==> config.mk <==
export PLATFORM = sky130hd
export DESIGN_NAME = ram_arbiter
export DESIGN_NICKNAME = d
export VERILOG_FILES = /design/src/rtl/microsys_pkg.sv /design/src/rtl/ram_arbiter_rr_arb2.sv /design/src/rtl/ram_arbiter.sv
export SDC_FILE = /design/constraint.sdc
export NUM_CORES = 1
export LEC_CHECK = 0
export BUFFER_PORTS_ARGS = -buffer_cell sky130_fd_sc_hd__buf_2
export CELL_PAD_IN_SITES_DETAIL_PLACEMENT = 0
export CELL_PAD_IN_SITES_GLOBAL_PLACEMENT = 2
export CORE_AREA = 2 2 75 77
export DETAILED_ROUTE_END_ITERATION = 10
export DIE_AREA = 0 0 77 79
export GPL_ROUTABILITY_DRIVEN = 0
export GPL_TIMING_DRIVEN = 0
export HOLD_SLACK_MARGIN = 0.08
export PLACE_DENSITY_LB_ADDON = 0.08
export SLEW_MARGIN = 20
export SYNTH_ARGS = -nofsm -noshare
export SYNTH_HDL_FRONTEND = slang
export SYNTH_SLANG_ARGS = --single-unit
==> constraint.sdc <==
create_clock -name clk -period 2.15 [get_ports clk]
set_input_delay 0.3225 -clock clk [delete_from_list [all_inputs] [get_ports clk]]
set_output_delay 0.3225 -clock clk [all_outputs]
set_load 0.02 [all_outputs]
==> src/rtl/microsys_pkg.sv <==
// Shared types and sizing constants for the RAM subsystem.
// The RAM instance and the arbiter both take their widths from RAM_A and RAM_D.
package microsys_pkg;

  typedef enum logic {PORT0 = 1'b0, PORT1 = 1'b1} port_id_e;

  localparam int RAM_A = 10;
  localparam int RAM_D = 8;

  function automatic logic [1:0] port_onehot(port_id_e p);
    return (p == PORT1) ? 2'b10 : 2'b01;
  endfunction

endpackage

==> src/rtl/ram_arbiter_rr_arb2.sv <==
// Two-requester round-robin arbiter: one-hot grant in the same cycle as the request,
// with a single priority flop that favours the port that lost the last grant.
module rr_arb2
  import microsys_pkg::*;
(
  input  logic       clk,
  input  logic       reset,
  input  logic [1:0] req,
  output logic [1:0] gnt
);

  port_id_e prio;
  port_id_e prio_next;
  port_id_e winner;

  always_ff @(posedge clk or posedge reset) begin
    if (reset) begin
      prio <= PORT0;
    end else begin
      prio <= prio_next;
    end
  end

  // A lone requester always wins; on contention the favoured port wins.
  always_comb begin
    gnt       = 2'b00;
    prio_next = prio;
    winner    = prio;
    case (req)
      2'b01:   winner = PORT0;
      2'b10:   winner = PORT1;
      default: winner = prio;
    endcase
    if (!reset && (req != 2'b00)) begin
      gnt       = port_onehot(winner);
      prio_next = (winner == PORT0) ? PORT1 : PORT0;
    end
  end

endmodule

==> src/rtl/ram_arbiter.sv <==
// Shares one single-port synchronous RAM between two masters, steering the granted
// port onto the RAM strobes and returning read data one cycle later to its owner.
module ram_arbiter
  import microsys_pkg::*;
#(
  parameter int A = RAM_A,
  parameter int D = RAM_D
) (
  input  logic         clk,
  input  logic         reset,

  input  logic         m0_req,
  input  logic         m0_we,
  input  logic [A-1:0] m0_addr,
  input  logic [D-1:0] m0_wdata,
  output logic         m0_gnt,
  output logic         m0_rvalid,
  output logic [D-1:0] m0_rdata,

  input  logic         m1_req,
  input  logic         m1_we,
  input  logic [A-1:0] m1_addr,
  input  logic [D-1:0] m1_wdata,
  output logic         m1_gnt,
  output logic         m1_rvalid,
  output logic [D-1:0] m1_rdata,

  output logic         ram_cs,
  output logic         ram_we,
  output logic [A-1:0] ram_addr,
  output logic [D-1:0] ram_wdata,
  input  logic [D-1:0] ram_rdata
);

  logic [1:0] gnt;
  logic [1:0] rd_pend;
  logic [1:0] rd_pend_next;
  port_id_e   sel;

  rr_arb2 u_arb (
    .clk   (clk),
    .reset (reset),
    .req   ({m1_req, m0_req}),
    .gnt   (gnt)
  );

  // The arbiter already forces gnt low during reset, so every strobe follows from it.
  always_comb begin
    sel       = gnt[1] ? PORT1 : PORT0;
    ram_cs    = |gnt;
    ram_we    = 1'b0;
    ram_addr  = '0;
    ram_wdata = '0;
    if (ram_cs) begin
      if (sel == PORT1) begin
        ram_we    = m1_we;
        ram_addr  = m1_addr;
        ram_wdata = m1_wdata;
      end else begin
        ram_we    = m0_we;
        ram_addr  = m0_addr;
        ram_wdata = m0_wdata;
      end
    end
    rd_pend_next = {gnt[1] & ~m1_we, gnt[0] & ~m0_we};
  end

  // Remembers which port owns the read the RAM is answering in the next cycle.
  always_ff @(posedge clk or posedge reset) begin
    if (reset) begin
      rd_pend <= 2'b00;
    end else begin
      rd_pend <= rd_pend_next;
    end
  end

  assign m0_gnt    = gnt[0];
  assign m1_gnt    = gnt[1];
  assign m0_rvalid = rd_pend[0];
  assign m1_rvalid = rd_pend[1];
  assign m0_rdata  = ram_rdata;
  assign m1_rdata  = ram_rdata;

endmodule

==> summary.txt, run 1 <==
STA
  – Highest Clock Rate: 484 MHz
  – Worst-Margin Slew: 0.528 ns
  – Hold_ws: 0.292 ns
  – RSZ-0062 raised after global routing: true
  – Crit path time final: 2.07 ns
  – Fin. Hold Viols: 0
  – Final worst-path cycle share: 0.961
  – Clk_skew: 0.000296 ns
  – Final Max Tran Viols: 0
  – Slew headroom: 0.648
  – Setup Viol. Count Final: 0

Placement
  – Placed cell count: 252
  – Port buffer count: 81
  – Dpl hpwl: 2430 um

Cells and area
  – Share of cells above drive strength 1: 0.708
  – Antenna cells: 0
  – Area delta synth->final: 60.6%
  – Most common cell after layout, fill and taps aside: buf_2
  – Commonest non-fill, non-tap cells in the layout: 86 x buf_2, 39 x nor3b_1, 17 x buf_4, 15 x mux2_4, 5 x mux2_2
  – Final Non-Filler Cells: 257
  – Nets@finish: 238
  – Fillers: 630

Worst setup path
  – R2R Path End: rd_pend[0]
  – Crit path max-delay cell type: ha_1
  – Slowest stage delay, CP: 0.33 ns
  – WP data required: 1.83 ns
  – Critical Path Fanout Max: 10
  – CP endpoint kind: output port
  – CP Class: primary input to output port
  – R2R depth: 3
  – CP startpoint kind: primary input
  – CP Cell Sequence: buf_2 > inv_1 > ha_1 > mux2i_4 > buf_8 > mux2_4 > buf_2
  – Reg2reg start: u_arb.prio
  – Worst EP arrival: 1.74 ns
  – Register-to-register setup slack: 1.06 ns
  – Crit path top cell by count: buf_2

Min path
  – Hold Path Origin: m0_we
  – Hold WC Path Type: primary input to flip-flop
  – Hold path depth: 2
  – Worst Hold End: rd_pend[0]

Synth
  – Synth Area in XOR/XNOR: 0
  – Post-synthesis mux area share: 0.333
  – Dominant cell type by area after synthesis: nor3b_1
  – Syn Inst Count: 99
  – Yosys warns: 0
  – Largest family of logic cells by synthesized area: simple AND/OR/NAND/NOR gates
  – Complex-gate fraction of the synthesized area: 0
  – Register area share after synthesis: 0.0823
  – Mean Syn Cell Area: 9.21 sq um
  – Yosys reg bits: 3
  – Synth top area cells: nor3b_1 32%, mux2_4 25%, buf_4 13%, dfrtp_1 8.2%, mux2_2 6.2%
  – Net Count, Synth: 151
  – Area share of the largest cell type after synthesis: 0.321
  – Simple-gate share of the synthesized area: 0.344
  – Synthesized area: 912 sq um
  – Area share of fa/ha/maj cells after synthesis: 0.0274
  – Synth unique cells: 15

Run status
  – Status: completed

Floorplan
  – Die H: 79 um
  – Core Area: 5340 sq um
  – Die width: 77 um
  – I/O pins: 90
  – Row count: 27
  – Die area: 6080 sq um
  – Initial Util: 0.171

CTS
  – CTS tree: yes
  – Total CTS buffers: 3
  – Cts hold-fix bufs: 0
  – Clk_lat worst skew: 0.21 ns
  – Clock tree buffer depth: 2
  – Clk Tree Root Cell: clkbuf_8
  – H-tree Lvls: 1
  – Clock transition at path regs: 0.03 ns
  – CTS sink cnt: 3

GRT
  – First-pass GRT wire length: 4970 um
  – GRT Total Usage: 0.102
  – Initial antenna violation count: 0
  – Pin count of the biggest net entering global routing: 11
  – Gr ovfl total: 0
  – Vias in the first global route: 1072

Detailed routing
  – Total routed wirelength: 3040 um
  – ANT nets after route: 0
  – Initial DRT Pass Iterations: 4
  – Vias: 997
  – Wire per inst: 11.8 um
  – Initial DRC count: 29
  – Via density: 3.88
  – Drc violations: 0

Power and ir drop
  – Peak VDD IR: 146 uV
  – PwrDens: 478 nW/um^2
  – P_leak: 0.786 nW
  – Total power: 0.700 mW

Flow run
  – Max-cap violations: 0
==> Yosys cell counts <==
| master | count |
|---|---|
| buf_2 | 5 |
| dfrtp_1 | 3 |
| inv_1 | 4 |
| and2_1 | 1 |
| clkbuf_1 | 3 |
| ha_1 | 2 |
| nor3b_1 | 39 |
| nor3_1 | 1 |
| mux2_4 | 15 |
| mux2_2 | 5 |
| buf_6 | 2 |
| buf_4 | 16 |
| mux2i_4 | 1 |
| nor2_1 | 1 |
| or2_2 | 1 |
==> layout make-up <==
| type | instances | area [sq um] | area share |
|---|---|---|---|
| tap | 72 | 90.1 | 0.0615 |
| inverter | 4 | 15.0 | 0.0102 |
| multi-input combinational | 66 | 643 | 0.439 |
| buffer | 26 | 184 | 0.126 |
| clock buffer | 4 | 45.0 | 0.0307 |
| timing repair buffer | 82 | 413 | 0.282 |
| sequential | 3 | 75.1 | 0.0512 |
==> per-stage QoR <==
step           area [sq um]  utilization  TNS [ns]  worst slack (ns)
6_report               1470        0.274         0            0.0843
5_1_grt                1470        0.274  -0.00298          -0.00298
4_1_cts                1460        0.274         0            0.0535
3_5_place_dp           1410        0.264    -0.346           -0.0391
3_3_place_gp           1410        0.264    -0.272           -0.0314
2_1_floorplan           912            -         0             0.282
==> timing repair <==
| item | 4_1_cts | 5_1_grt |
|---|---|---|
| pin swaps | 0 | 0 |
| gates cloned | 0 | 0 |
| setup buffers | 1 | 0 |
| setup endpoints to repair | 15 | 11 |
| resized for setup | 0 | 3 |
==> registers in the layout (all words and copies together) (netlist names) <==
register and count:
rd_pend 2, u_arb.prio 1
==> worst max-delay path by stage <==
stage / from / end / depth (start not counted)
3_5_place_dp: m0_req / ram_wdata[1] / 7
4_1_cts: m0_req / ram_wdata[1] / 7
6_report: m0_req / ram_wdata[1] / 7
3_3_place_gp: m0_req / ram_addr[5] / 7
5_1_grt: m0_req / ram_addr[1] / 7
2_1_floorplan: m0_req / ram_addr[1] / 5
==> layer usage <==
layer / up-vias / GRT usage / part of all wire
li1: 501 / - / -
met1: 445 / 0.104 / 0.40
met2: 51 / 0.193 / 0.51
met3: 0 / 0.0375 / 0.098
met4: 0 / 0.0357 / 0
met5: - / 0 / 0
==> report_power, final <==
| part | internal (mW) | switching, mW |
|---|---|---|
| clock | 0.126 | 0.0355 |
| combinational | 0.237 | 0.229 |
| sequential | 0.0653 | 0.00654 |
| total | 0.428 | 0.271 |
==> worst max-delay path, delay by kind of cell <==
family | cells | cell delay (ns)
multiplexers | 2 | 0.61
buffers and inverters | 4 | 0.48
adder cells (fa/ha/maj) | 1 | 0.33
==> kinds of logic after synthesis <==
logic type    after synthesis
simple gates               43
buf+inv                    30
mux                        21
flops                       3
fa+ha+maj                   2
(Power assumes the default switching activity.)
==> run 2: changes to the inputs <==
==> constraint.sdc (replaced) <==
create_clock -name clk -period 2.15 [get_ports clk]
set_input_delay 0.215 -clock clk [delete_from_list [all_inputs] [get_ports clk]]
set_output_delay 0.215 -clock clk [all_outputs]
set_load 0.02 [all_outputs]
==> summary.txt, run 2 (same netlist as run 1, synthesis figures left out) <==
Worst setup path
  – CP startpoint kind: primary input
  – Slowest stage delay, CP: 0.36 ns
  – WP data required: 1.93 ns
  – Critical Path Fanout Max: 10
  – CP endpoint kind: output port
  – CP Class: primary input to output port
  – Worst EP arrival: 1.73 ns
  – Crit path top cell by count: buf_2
  – CP Cell Sequence: buf_2 > inv_1 > ha_1 > mux2i_4 > buf_6 > mux2_4 > buf_2
  – Crit path max-delay cell type: mux2i_4
  – Register-to-register setup slack: 0.99 ns

STA
  – Highest Clock Rate: 515 MHz
  – Final worst-path cycle share: 0.904
  – Slew headroom: 0.660
  – Clk_skew: 0.000296 ns
  – TNS Setup: 0 ns
  – RSZ-0062 raised after global routing: false
  – Final Max Tran Viols: 0
  – Worst-Margin Slew: 0.510 ns
  – Setup Viol. Count Final: 0
  – Crit path time final: 1.94 ns
  – Hold_ws: 0.178 ns
  – Fin. Hold Viols: 0

Floorplan
  – Initial Util: 0.171
  – Die H: 79 um
  – Die width: 77 um
  – I/O pins: 90
  – Row count: 27
  – Die area: 6080 sq um
  – Core Area: 5340 sq um

Detailed routing
  – ANT nets after route: 0
  – Met2 WL: 1530 um
  – Vias: 989
  – Total routed wirelength: 3010 um
  – Wire per inst: 11.8 um
  – Initial DRC count: 25
  – Initial DRT Pass Iterations: 4
  – Top sig layer: met3
  – Metal3 WL: 298 um
  – Drc violations: 0
  – Via density: 3.86
  – Wl on met1: 1180 um

Power and ir drop
  – PwrDens: 474 nW/um^2
  – Gate power share: 0.661
  – Sequential power share: 0.104
  – Psw: 0.269 mW
  – Peak VDD IR: 145 uV
  – Clock power frac: 0.235
  – P_leak: 0.777 nW
  – Sw Ratio: 0.390
  – P_int: 0.420 mW

CTS
  – CTS tree: yes
  – H-tree Lvls: 1
  – Total CTS buffers: 3
  – Clk Tree Root Cell: clkbuf_8
  – CTS sink cnt: 3
  – Setup Fix Bufs, Post-CTS: 0
  – Cts hold-fix bufs: 0
  – Post-CTS sizing: 0
  – Clock tree buffer depth: 2
  – Clk_lat worst skew: 0.21 ns
  – Clock transition at path regs: 0.03 ns

Cells and area
  – Antenna cells: 0
  – Share of cells above drive strength 1: 0.701
  – Commonest non-fill, non-tap cells in the layout: 86 x buf_2, 39 x nor3b_1, 16 x buf_4, 15 x mux2_4, 5 x mux2_2
  – Fillers: 630
  – Final Non-Filler Cells: 256
  – Multi-input gate area: 643 sq um
  – Most common cell after layout, fill and taps aside: buf_2
  – Most flops, register: rd_pend
  – Nets@finish: 237
  – FF+latch area: 75.1 sq um
  – Top flop regs: rd_pend: 2 flops, u_arb.prio: 1 flops
  – Largest register FFs: 2
  – Area delta synth->final: 59.3%

Placement
  – Dpl hpwl: 2430 um
  – Port buffer count: 81
  – Placed cell count: 252

Run status
  – Status: completed

GRT
  – Pin count of the biggest net entering global routing: 11
  – First-pass GRT wire length: 4970 um
  – Gr ovfl total: 0
  – Initial antenna violation count: 0
  – Vias in the first global route: 1071
  – GRT Total Usage: 0.102

Flow run
  – Max-cap violations: 0

Min path
  – Hold WC Path Type: primary input to flip-flop
run 2: power by group through the flow:
stage / sequential (mW) / clock, mW / combinational [mW]
after floorplan: 0.0748 / 0 / 0.333
after global placement: 0.0730 / 0 / 0.462
after detailed placement: 0.0730 / 0 / 0.464
after CTS: 0.0724 / 0.167 / 0.466
after global routing: 0.0740 / 0.178 / 0.494
final: 0.0718 / 0.162 / 0.455
run 2: final cells by class:
type,instances,share of cell area
clock buffers,4,0.0310
well taps,72,0.0620
inverters,4,0.0103
plain buffers,26,0.123
repair buffers,81,0.279
multi-input cells,66,0.443
flip-flops and latches,3,0.0517
run 2: final timing paths:
kind                                end  cells past startpoint        from
min                          rd_pend[0]                      2       m0_we
max reg2reg                  rd_pend[0]                      3  u_arb.prio
min reg2reg                  u_arb.prio                      1  u_arb.prio
max in group asynchronous    u_arb.prio                      4       reset
min in group asynchronous    rd_pend[0]                      4       reset
max                        ram_wdata[1]                      7      m0_req
run 2: stage by stage:
step | cell area (sq um) | setup slack (ns) | total power, mW | util
global route | 1450 | 0.0885 | 0.746 | 0.272
detailed placement | 1410 | 0.176 | 0.537 | 0.264
CTS | 1450 | 0.165 | 0.706 | 0.272
global placement | 1410 | 0.184 | 0.535 | 0.264
floorplan | 912 | 0.497 | 0.407 | -
finish | 1450 | 0.206 | 0.688 | 0.272
run 2: worst max-delay path: cells and delay by family:
| kind | cells | cell delay (ns) |
|---|---|---|
| multiplexers | 2 | 0.67 |
| adder cells (fa/ha/maj) | 1 | 0.33 |
| buffers and inverters | 4 | 0.51 |
run 2: routing by layer:
layer | global-route usage | up-vias
met5 | 0 | -
met4 | 0.0357 | 0
met3 | 0.0375 | 0
met2 | 0.193 | 51
met1 | 0.104 | 438
li1 | - | 500
==> run 3: changes to the inputs <==
--- a/config.mk
+++ b/config.mk
@@ -5,12 +5,13 @@
 export SDC_FILE = /design/constraint.sdc
 export NUM_CORES = 1
 export LEC_CHECK = 0
+export ABC_AREA = 1
 export BUFFER_PORTS_ARGS = -buffer_cell sky130_fd_sc_hd__buf_2
 export CELL_PAD_IN_SITES_DETAIL_PLACEMENT = 0
 export CELL_PAD_IN_SITES_GLOBAL_PLACEMENT = 2
-export CORE_AREA = 2 2 75 77
+export CORE_AREA = 2 2 77 79
 export DETAILED_ROUTE_END_ITERATION = 10
-export DIE_AREA = 0 0 77 79
+export DIE_AREA = 0 0 79 81
 export GPL_ROUTABILITY_DRIVEN = 0
 export GPL_TIMING_DRIVEN = 0
 export HOLD_SLACK_MARGIN = 0.08
==> summary.txt, run 3 <==
Detailed routing
  – Vias: 891
  – Total routed wirelength: 2330 um
  – Wire per inst: 8.84 um
  – Via density: 3.39
  – Initial DRC count: 32
  – Drc violations: 0
  – Initial DRT Pass Iterations: 3
  – ANT nets after route: 0

Floorplan
  – I/O pins: 90
  – Die width: 79 um
  – Row count: 28
  – Die H: 81 um
  – Core Area: 5680 sq um
  – Die area: 6400 sq um
  – Initial Util: 0.105

STA
  – Final WS setup: 0.202 ns
  – Highest Clock Rate: 513 MHz
  – Clk_skew: 0.00273 ns
  – Worst-Margin Slew: 0.191 ns
  – Final worst-path cycle share: 0.906
  – Hold_ws: 0.157 ns
  – RSZ-0062 raised after global routing: false
  – Setup Viol. Count Final: 0
  – Final Max Tran Viols: 0
  – Crit path time final: 1.95 ns
  – Slew headroom: 0.873
  – Fin. Hold Viols: 0
  – TNS Setup: 0 ns

GRT
  – Gr ovfl total: 0
  – Pin count of the biggest net entering global routing: 11
  – Initial antenna violation count: 0
  – GRT Total Usage: 0.0712
  – First-pass GRT wire length: 3700 um
  – Vias in the first global route: 907

CTS
  – Clk Tree Root Cell: clkbuf_8
  – Clk_lat worst skew: 0.22 ns
  – CTS sink cnt: 3
  – Clock transition at path regs: 0.03 ns
  – Total CTS buffers: 3
  – CTS tree: yes
  – Clock tree buffer depth: 2
  – Post-CTS sizing: 0
  – H-tree Lvls: 1

Min path
  – Hold Path Origin: m1_we
  – Hold WC Path Type: primary input to flip-flop

Synth
  – Yosys warns: 0
  – Dominant cell type by area after synthesis: nand2_1
  – Syn Inst Count: 102
  – Net Count, Synth: 154
  – Post-synth EDFFs: 0
  – Mean Syn Cell Area: 5.83 sq um
  – Yosys reg bits: 3
  – Area share of the largest cell type after synthesis: 0.265
  – Count leader, synth: nand2_1
  – Register area share after synthesis: 0.126
  – Post-synth top flop: dfrtp_1
  – Commonest cells in the netlist: 42 x nand2_1, 17 x buf_4, 17 x nand3_1, 7 x inv_1
  – Synth top area cells: nand2_1 27%, buf_4 21%, nand3_1 14%, dfrtp_1 13%, inv_1 4.4%
  – FFs w/ async S/R, synth: 1.00
  – Synthesized area: 594 sq um
  – Synth unique cells: 16

Worst setup path
  – CP endpoint kind: output port
  – CP startpoint: reset
  – WP data required: 1.93 ns
  – Worst EP arrival: 1.73 ns
  – Crit path max-delay cell type: dlygate4sd3_1
  – Reg2reg start: u_arb.prio
  – CP startpoint kind: primary input
  – Critical Path Fanout Max: 10
  – CP Cell Sequence: dlygate4sd3_1 > buf_2 > nor2_4 > inv_2 > nor2_8 > buf_6 > nand2_1 > nand2_1 > buf_2
  – CP Class: primary input to output port
  – Slowest stage delay, CP: 0.52 ns

Cells and area
  – Final Util: 0.202
  – Share of cells above drive strength 1: 0.585
  – Most common cell after layout, fill and taps aside: buf_2
  – Top flop regs: rd_pend: 2 flops, u_arb.prio: 1 flops
  – Area delta synth->final: 93.3%
  – Most flops, register: rd_pend
  – Largest register FFs: 2
  – Fillers: 681
  – Antenna cells: 0
  – Nets@finish: 241
  – FF+latch area: 75.1 sq um
  – Commonest non-fill, non-tap cells in the layout: 84 x buf_2, 42 x nand2_1, 17 x nand3_1, 17 x buf_4, 7 x inv_1
  – Multi-input gate area: 335 sq um

Placement
  – Port buffer count: 81
  – Dpl hpwl: 1980 um
  – DP Worst Slack: 0.425 ns

Power and ir drop
  – PwrDens: 466 nW/um^2
  – P_leak: 0.758 nW
  – Peak VDD IR: 397 uV

Run status
  – Status: completed

Flow run
  – Max-cap violations: 0
## run 3: cell count changes after synthesis, sizes merged, moves of 2 or more
cell	delta
nand2	+43
nor3b	-39
mux2	-20
nand3	+17
nor2	+5
inv	+4
clkbuf	-3
buf	-2
## run 3: per-stage QoR
| stage | instances | total power, mW | area, sq um |
|---|---|---|---|
| final | 263 | 0.535 | 1150 |
| after global routing | 263 | 0.585 | 1150 |
| after CTS | 263 | 0.547 | 1150 |
| after detailed placement | 258 | 0.375 | 1090 |
| after global placement | 258 | 0.375 | 1090 |
| after floorplan | 102 | 0.260 | 594 |
## run 3: path summary, 6_finish.rpt
check / to / slack [ns] / depth (start not counted)
max: ram_wdata[4] / 0.20 / 9
min: rd_pend[1] / 0.16 / 2
max reg2reg: rd_pend[1] / 1.13 / 5
min reg2reg: u_arb.prio / 0.49 / 2
max in group asynchronous: u_arb.prio / 1.59 / 3
min in group asynchronous: rd_pend[0] / 0.43 / 3
## run 3: layer usage
| layer | wire length (um) | share of wire | GRT usage | vias to the layer above |
|---|---|---|---|---|
| met3 | 212 | 0.091 | 0.0200 | 2 |
| met1 | 843 | 0.36 | 0.0706 | 378 |
| met2 | 1260 | 0.54 | 0.148 | 39 |
| li1 | - | - | - | 472 |
| met4 | 10 | 0.0043 | 0.0103 | 0 |
| met5 | 0 | 0 | 0 | - |
## run 3: cell families (layout without fill, tap and decap cells)
family                     count (synthesis)  in the layout  synth area share
and+or+nand+nor                           67             67             0.514
buffers and inverters                     29            115             0.309
DFF                                        3              3             0.126
adders and majority gates                  2              2            0.0421
AOI/OAI and AO/OA                          1              1           0.00841
## run 3: timing repair
item / in CTS / in global routing
hold buffers: 1 / 0
hold endpoints to repair: 3 / 0
buffers inserted: 0 / 0
## run 3: final cells by class
| type | instances | share of cell area |
|---|---|---|
| flip-flops and latches | 3 | 0.0654 |
| inverters | 8 | 0.0261 |
| multi-input cells | 70 | 0.292 |
| clock buffers | 4 | 0.0392 |
| plain buffers | 21 | 0.134 |
| repair buffers | 82 | 0.362 |
| well taps | 75 | 0.0817 |
## run 3: worst max-delay path: cells and delay by family
kind	cells	cell delay, ns
buffers and inverters	5	1.08
and+or+nand+nor	4	0.44
## run 3: power breakdown
group	leakage (nW)	internal (mW)	switching [mW]
clock network	0.0228	0.127	0.0382
registers	0.0390	0.0622	0.00232
logic	0.696	0.122	0.183
total	0.758	0.311	0.224
